<file path="config.mk">
export PLATFORM = sky130hd
export DESIGN_NAME = aes_round_sched
export DESIGN_NICKNAME = d
export VERILOG_FILES = /design/src/rtl/aes_round_sched.sv
export SDC_FILE = /design/constraint.sdc
export NUM_CORES = 1
export LEC_CHECK = 0
export CAP_MARGIN = 10
export CORE_AREA = 2 2 360 362
export CTS_CLUSTER_DIAMETER = 150
export DETAILED_ROUTE_END_ITERATION = 10
export DIE_AREA = 0 0 362 364
export PLACE_DENSITY = 0.44
export SYNTH_ARGS = -nofsm -noshare
export SYNTH_HDL_FRONTEND = slang
export SYNTH_SLANG_ARGS = --single-unit
</file>
<file path="constraint.sdc">
create_clock -name clk -period 10.9 [get_ports clk]
set_input_delay 1.635 -clock clk [delete_from_list [all_inputs] [get_ports clk]]
set_output_delay 1.635 -clock clk [all_outputs]
set_load 0.05 [all_outputs]
</file>
<file path="src/rtl/aes_round_sched.sv">
`default_nettype none
// ============================================================================
// Module      : aes_round_sched
// Description : Iterative AES-128 encryption controller. Holds the 128-bit
//               cipher state and round-key registers and steps one external
//               single-round datapath plus one key-expansion step, one round
//               per clock. Block source and sink use valid/ready handshakes.
// Revision    : 1.0 - initial release
// ----------------------------------------------------------------------------
// Parameters
//   NR          number of rounds (10 for AES-128)
//   DW          block / key width in bits
// Ports
//   clk         rising-edge clock
//   rst         asynchronous active-high reset
//   in_valid    plaintext+key offered by the source
//   in_ready    controller can accept a block (IDLE only)
//   in_data     plaintext block
//   in_key      cipher key
//   out_valid   ciphertext valid (DONE)
//   out_ready   sink accepts ciphertext
//   out_data    ciphertext (state register)
//   busy        high while in RUN or DONE
//   rd_state    current state to the round datapath
//   rd_key      current round key to the key-expansion step
//   rd_rcon     round constant used by key expansion this cycle
//   rd_last     final round: datapath bypasses MixColumns
//   rd_state_nx round datapath result (uses rd_key_nx as its round key)
//   rd_key_nx   next round key from the key-expansion step
// ============================================================================
module aes_round_sched #(
    parameter int NR = 10,
    parameter int DW = 128
) (
    input  logic          clk,
    input  logic          rst,
    input  logic          in_valid,
    output logic          in_ready,
    input  logic [DW-1:0] in_data,
    input  logic [DW-1:0] in_key,
    output logic          out_valid,
    input  logic          out_ready,
    output logic [DW-1:0] out_data,
    output logic          busy,
    output logic [DW-1:0] rd_state,
    output logic [DW-1:0] rd_key,
    output logic [7:0]    rd_rcon,
    output logic          rd_last,
    input  logic [DW-1:0] rd_state_nx,
    input  logic [DW-1:0] rd_key_nx
);

    // Round counter is wide enough to hold NR itself; it saturates at NR.
    localparam int RW = $clog2(NR + 1);
    localparam logic [RW-1:0] C_LAST_RND  = RW'(NR);
    localparam logic [RW-1:0] C_FIRST_RND = RW'(1);

    typedef enum logic [1:0] {
        ST_IDLE = 2'd0,
        ST_RUN  = 2'd1,
        ST_DONE = 2'd2
    } fsm_t;

    fsm_t          r_fsm;
    fsm_t          w_fsm_nx;
    logic [RW-1:0] r_rnd;
    logic [RW-1:0] w_rnd_nx;
    logic [DW-1:0] r_state_q;
    logic [DW-1:0] w_state_nx;
    logic [DW-1:0] r_key_q;
    logic [DW-1:0] w_key_nx;

    // AES round constants: successive doublings in GF(2^8) starting at 01
    // for round 1. Round indices outside 1..10 carry no constant.
    function automatic logic [7:0] rcon_of(input logic [RW-1:0] rnd);
        logic [7:0] rc;
        case (rnd)
            RW'(1):  rc = 8'h01;
            RW'(2):  rc = 8'h02;
            RW'(3):  rc = 8'h04;
            RW'(4):  rc = 8'h08;
            RW'(5):  rc = 8'h10;
            RW'(6):  rc = 8'h20;
            RW'(7):  rc = 8'h40;
            RW'(8):  rc = 8'h80;
            RW'(9):  rc = 8'h1b;
            RW'(10): rc = 8'h36;
            default: rc = 8'h00;
        endcase
        return rc;
    endfunction

    // ------------------------------------------------------------------
    // State register
    // ------------------------------------------------------------------
    always_ff @(posedge clk or posedge rst) begin
        if (rst) begin
            r_fsm     <= ST_IDLE;
            r_rnd     <= '0;
            r_state_q <= '0;
            r_key_q   <= '0;
        end else begin
            r_fsm     <= w_fsm_nx;
            r_rnd     <= w_rnd_nx;
            r_state_q <= w_state_nx;
            r_key_q   <= w_key_nx;
        end
    end

    // ------------------------------------------------------------------
    // Next-state and output logic
    // ------------------------------------------------------------------
    always_comb begin
        w_fsm_nx   = r_fsm;
        w_rnd_nx   = r_rnd;
        w_state_nx = r_state_q;
        w_key_nx   = r_key_q;
        in_ready   = 1'b0;
        out_valid  = 1'b0;
        busy       = 1'b0;
        rd_rcon    = 8'h00;
        rd_last    = 1'b0;

        case (r_fsm)
            ST_IDLE: begin
                in_ready = 1'b1;
                if (in_valid) begin
                    // Round-0 AddRoundKey is folded into the load so the
                    // shared datapath only ever sees full rounds.
                    w_state_nx = in_data ^ in_key;
                    w_key_nx   = in_key;
                    w_rnd_nx   = C_FIRST_RND;
                    w_fsm_nx   = ST_RUN;
                end
            end

            ST_RUN: begin
                busy       = 1'b1;
                rd_rcon    = rcon_of(r_rnd);
                rd_last    = (r_rnd == C_LAST_RND);
                w_state_nx = rd_state_nx;
                w_key_nx   = rd_key_nx;
                if (r_rnd == C_LAST_RND) begin
                    // Final round result is captured; counter holds at NR.
                    w_fsm_nx = ST_DONE;
                end else begin
                    w_rnd_nx = r_rnd + RW'(1);
                end
            end

            ST_DONE: begin
                busy      = 1'b1;
                out_valid = 1'b1;
                if (out_ready) begin
                    w_rnd_nx = '0;
                    w_fsm_nx = ST_IDLE;
                end
            end

            default: begin
                // Unused encoding: fall back to IDLE without touching data.
                w_rnd_nx = '0;
                w_fsm_nx = ST_IDLE;
            end
        endcase
    end

    // Ciphertext and datapath operands are taken straight from the registers
    // so they stay stable for the whole DONE backpressure window.
    assign out_data = r_state_q;
    assign rd_state = r_state_q;
    assign rd_key   = r_key_q;

endmodule
`default_nettype wire

</file>
==> results_dict.tcl <==
set metrics [dict create \
    outcome "completed" \
    synth_ff_type "dfrtp_1" \
    finalCriticalPeriod_ns 4.840 \
    p_comb_frac 0.660 \
    r2r-end "rd_key[12]" \
    synth_nets 1950 \
    coreArea_mm2 0.1283 \
    drt_iter0_markers 450 \
    p_sw_frac 0.5504 \
    p_sw_mw 5.094 \
    crit_fanout 51 \
    track_usage 0.1194 \
    grt_setup_unrepaired "false" \
    ys_seq_area_frac 0.4558 \
    overflow 0 \
    criticalPathCategory "reg2out" \
    clk_latency_ns 0.58 \
    layout_setup_ws_ns 6.060 \
    max_cap_violations 0 \
    internal_power_mw 4.161 \
    place_ws_ns 6.350 \
    ys_warn_count 0 \
    cts_tree "done" \
    synth_area_mm2 0.01438 \
    maxSlewViolCount 0 \
    drive_above_1_share 0.03503 \
    ios 912 \
    fin_crit_sh 0.4440 \
    final_cell_area_mm2 0.02546 \
    holdPathStages 2 \
    worstHoldEndpoint "rd_key[69]" \
    grt_pass1_vias 13010 \
    hold_start "rd_key[69]" \
    dp_hpwl_mm 68.05 \
    htreeDepth 2 \
    routabilityCongestion 0.8410 \
    num_rows 132 \
    r2r-start "r_fsm[1]" \
    numCtsBuffers 37 \
    drtPass1Iterations 4 \
    wirelength_mm 82.57 \
    drc 0 \
    crit_path_start_kind "register" \
    grt_pass1_wl_mm 109.1 \
    dpl-instance-area_mm2 0.02424 \
    start_util 0.1121 \
    cts_setup_buffers 0 \
    worstPathArrival_ns 3.20 \
    routedWlPerCell_um 21.29 \
    cp.required_ns 9.27 \
    area_delta_synth_final_pct 76.99 \
    cp-end-kind "output pin" \
    power.density_mw_per_mm2 363.5 \
    synth_edf_count 0 \
    path_delay_family "buffers and inverters" \
    hold_path.class "reg2reg" \
    antenna_found_initial 23 \
    via_per_inst 3.287 \
    leakage_nw 10.44 \
    setup_viol 0 \
    cts.path.max_buffers 3 \
    fin_skew_ns 0.02139 \
    portBuffers 911 \
    ir_drop_uv 159.4 \
    fillers 14190 \
    cts_sinks 262 \
    reg2reg_depth 8 \
    finalHoldViolCount 0 \
    tns_ns 0 \
    synth_cell_types 32 \
    tightest_slew_ns 1.111 \
    dieArea_mm2 0.1318 \
    synthCells 1425 \
    cp_cell_sequence "inv_1 -> ha_4 -> and4b_1 -> o21bai_1 -> clkdlybuf4s50_1" \
    postCtsHoldBufs 0 \
    ant_nets 0 \
    die_h_um 364 \
    cts_resized 0 \
    crit_slowest_cell "clkdlybuf4s50_1" \
    chipWidth_um 362 \
    cts-root-buf "clkbuf_16" \
    ys_seq_elements 262 \
    fmax_mhz 206.6 \
    finalCoreUtilization 0.1984 \
    clkPwrFrac 0.134 \
    p_seq_frac 0.206 \
    cpPeakStageDelay_ns 0.84 \
    grt_start_max_net_pins 201 \
    max_slew_margin 0.2570 \
    vias 12750 \
    clk_pin_slew_ns 0.06 \
    critPathBufInv 2 \
    async_reset_ff_frac 1.000 \
    nets 2699 \
    r2r_slack_ns 6.47 \
    syn_avg_cell_area_um2 10.09 \
]
-- power by group through the flow --
stage	registers (mW)	clock network (mW)	logic, mW
2_1_floorplan	3.43	0	2.69
3_3_place_gp	1.93	0	6.19
3_5_place_dp	1.93	0	6.20
4_1_cts	1.93	1.31	6.20
5_1_grt	1.98	1.34	6.45
6_report	1.91	1.24	6.11
-- layout make-up --
cell class              count  area, um2  share of cell area
multi-input cells         941       6314              0.2480
diodes                      5      12.51           0.0004915
repair buffers            924       9241              0.3630
inverters                   8      37.54            0.001474
well taps                1675       2096             0.08232
flip-flops and latches    262       6556              0.2575
clock inverters             7      41.29            0.001622
clock buffers              56       1160             0.04556
-- synthesized netlist by cell type (2+ instances only) --
master	n	area share
buf_4	128	0.067
inv_1	8	0.0021
dfrtp_1	262	0.46
buf_2	38	0.013
mux2_2	2	0.0016
a22oi_1	2	0.0010
ha_1	9	0.0078
xor2_1	128	0.078
and3_1	3	0.0013
mux2i_1	257	0.18
nand2b_1	2	0.00087
o21ai_0	170	0.059
clkbuf_1	26	0.0068
o21ai_1	89	0.031
nor2b_1	6	0.0026
buf_6	22	0.017
nand2_1	257	0.067
nand3_1	2	0.00070
-- how the worst max path moves through the flow --
| stage | start | to | slack [ns] | depth (start not counted) |
|---|---|---|---|---|
| 2_1_floorplan | rst | out_data[0] | 2.05 | 1 |
| 3_3_place_gp | rst | out_data[93] | 6.36 | 4 |
| 3_5_place_dp | rst | out_data[93] | 6.35 | 4 |
| 4_1_cts | r_fsm[1] | rd_rcon[2] | 5.96 | 5 |
| 5_1_grt | r_fsm[1] | rd_rcon[2] | 5.86 | 5 |
| 6_report | r_fsm[1] | rd_rcon[2] | 6.06 | 5 |
-- tightest hold or removal path, cell delays in order (launching register included) --
cell and delay (ns):
dfrtp_1 0.34, nand2_1 0.04, o21ai_0 0.06
-- cell usage in the layout, fill, tap and decap left out, drive strengths merged, types with 2 or more instances in the layout --
cell           count
a22oi              2
xor2             128
nor2b              6
diode              5
clkinv             5
mux2               2
o21ai            259
clkdlybuf4s50    911
and3               3
nand2b             2
clkbuf            56
inv                9
dfrtp            262
buf               13
ha                 9
nand3              2
nand2            257
mux2i            258
-- metal layers --
| metal | wire, um | GRT usage | vias to the layer above |
|---|---|---|---|
| met5 | 51 | 0 | - |
| met4 | 1895 | 0.03007 | 8 |
| met3 | 8043 | 0.04859 | 96 |
| met2 | 38940 | 0.1968 | 526 |
| met1 | 33630 | 0.1438 | 5915 |
| li1 | - | - | 6203 |
-- metrics by stage --
step | power (mW) | instances | hold WS (ns)
2_1_floorplan | 6.121 | 1425 | 0.4864
3_3_place_gp | 8.116 | 3810 | 0.4618
3_5_place_dp | 8.130 | 3810 | 0.4691
4_1_cts | 9.435 | 3873 | 0.4818
5_1_grt | 9.767 | 3875 | 0.4992
6_report | 9.255 | 3878 | 0.4757
-- sequential cells by signal, indices dropped and copies added (netlist names) --
signal / count
r_fsm: 2
rd_key: 128
r_rnd: 4
out_data: 128
-- kinds of logic (layout without fill, tap and decap cells) --
| logic type | count (synthesis) | after routing | share of synthesized area |
|---|---|---|---|
| multiplexers | 260 | 260 | 0.1820 |
| AND/OR/NAND/NOR | 276 | 276 | 0.07524 |
| buffers and inverters | 222 | 995 | 0.1061 |
| adder cells (fa/ha/maj) | 9 | 9 | 0.007829 |
| XOR/XNOR | 128 | 128 | 0.07794 |
| other | 0 | 5 | 0 |
| flip-flops | 262 | 262 | 0.4558 |
| AO/OA/AOI/OAI | 268 | 268 | 0.09508 |
No activity file was read; power rests on OpenSTA's default activity.
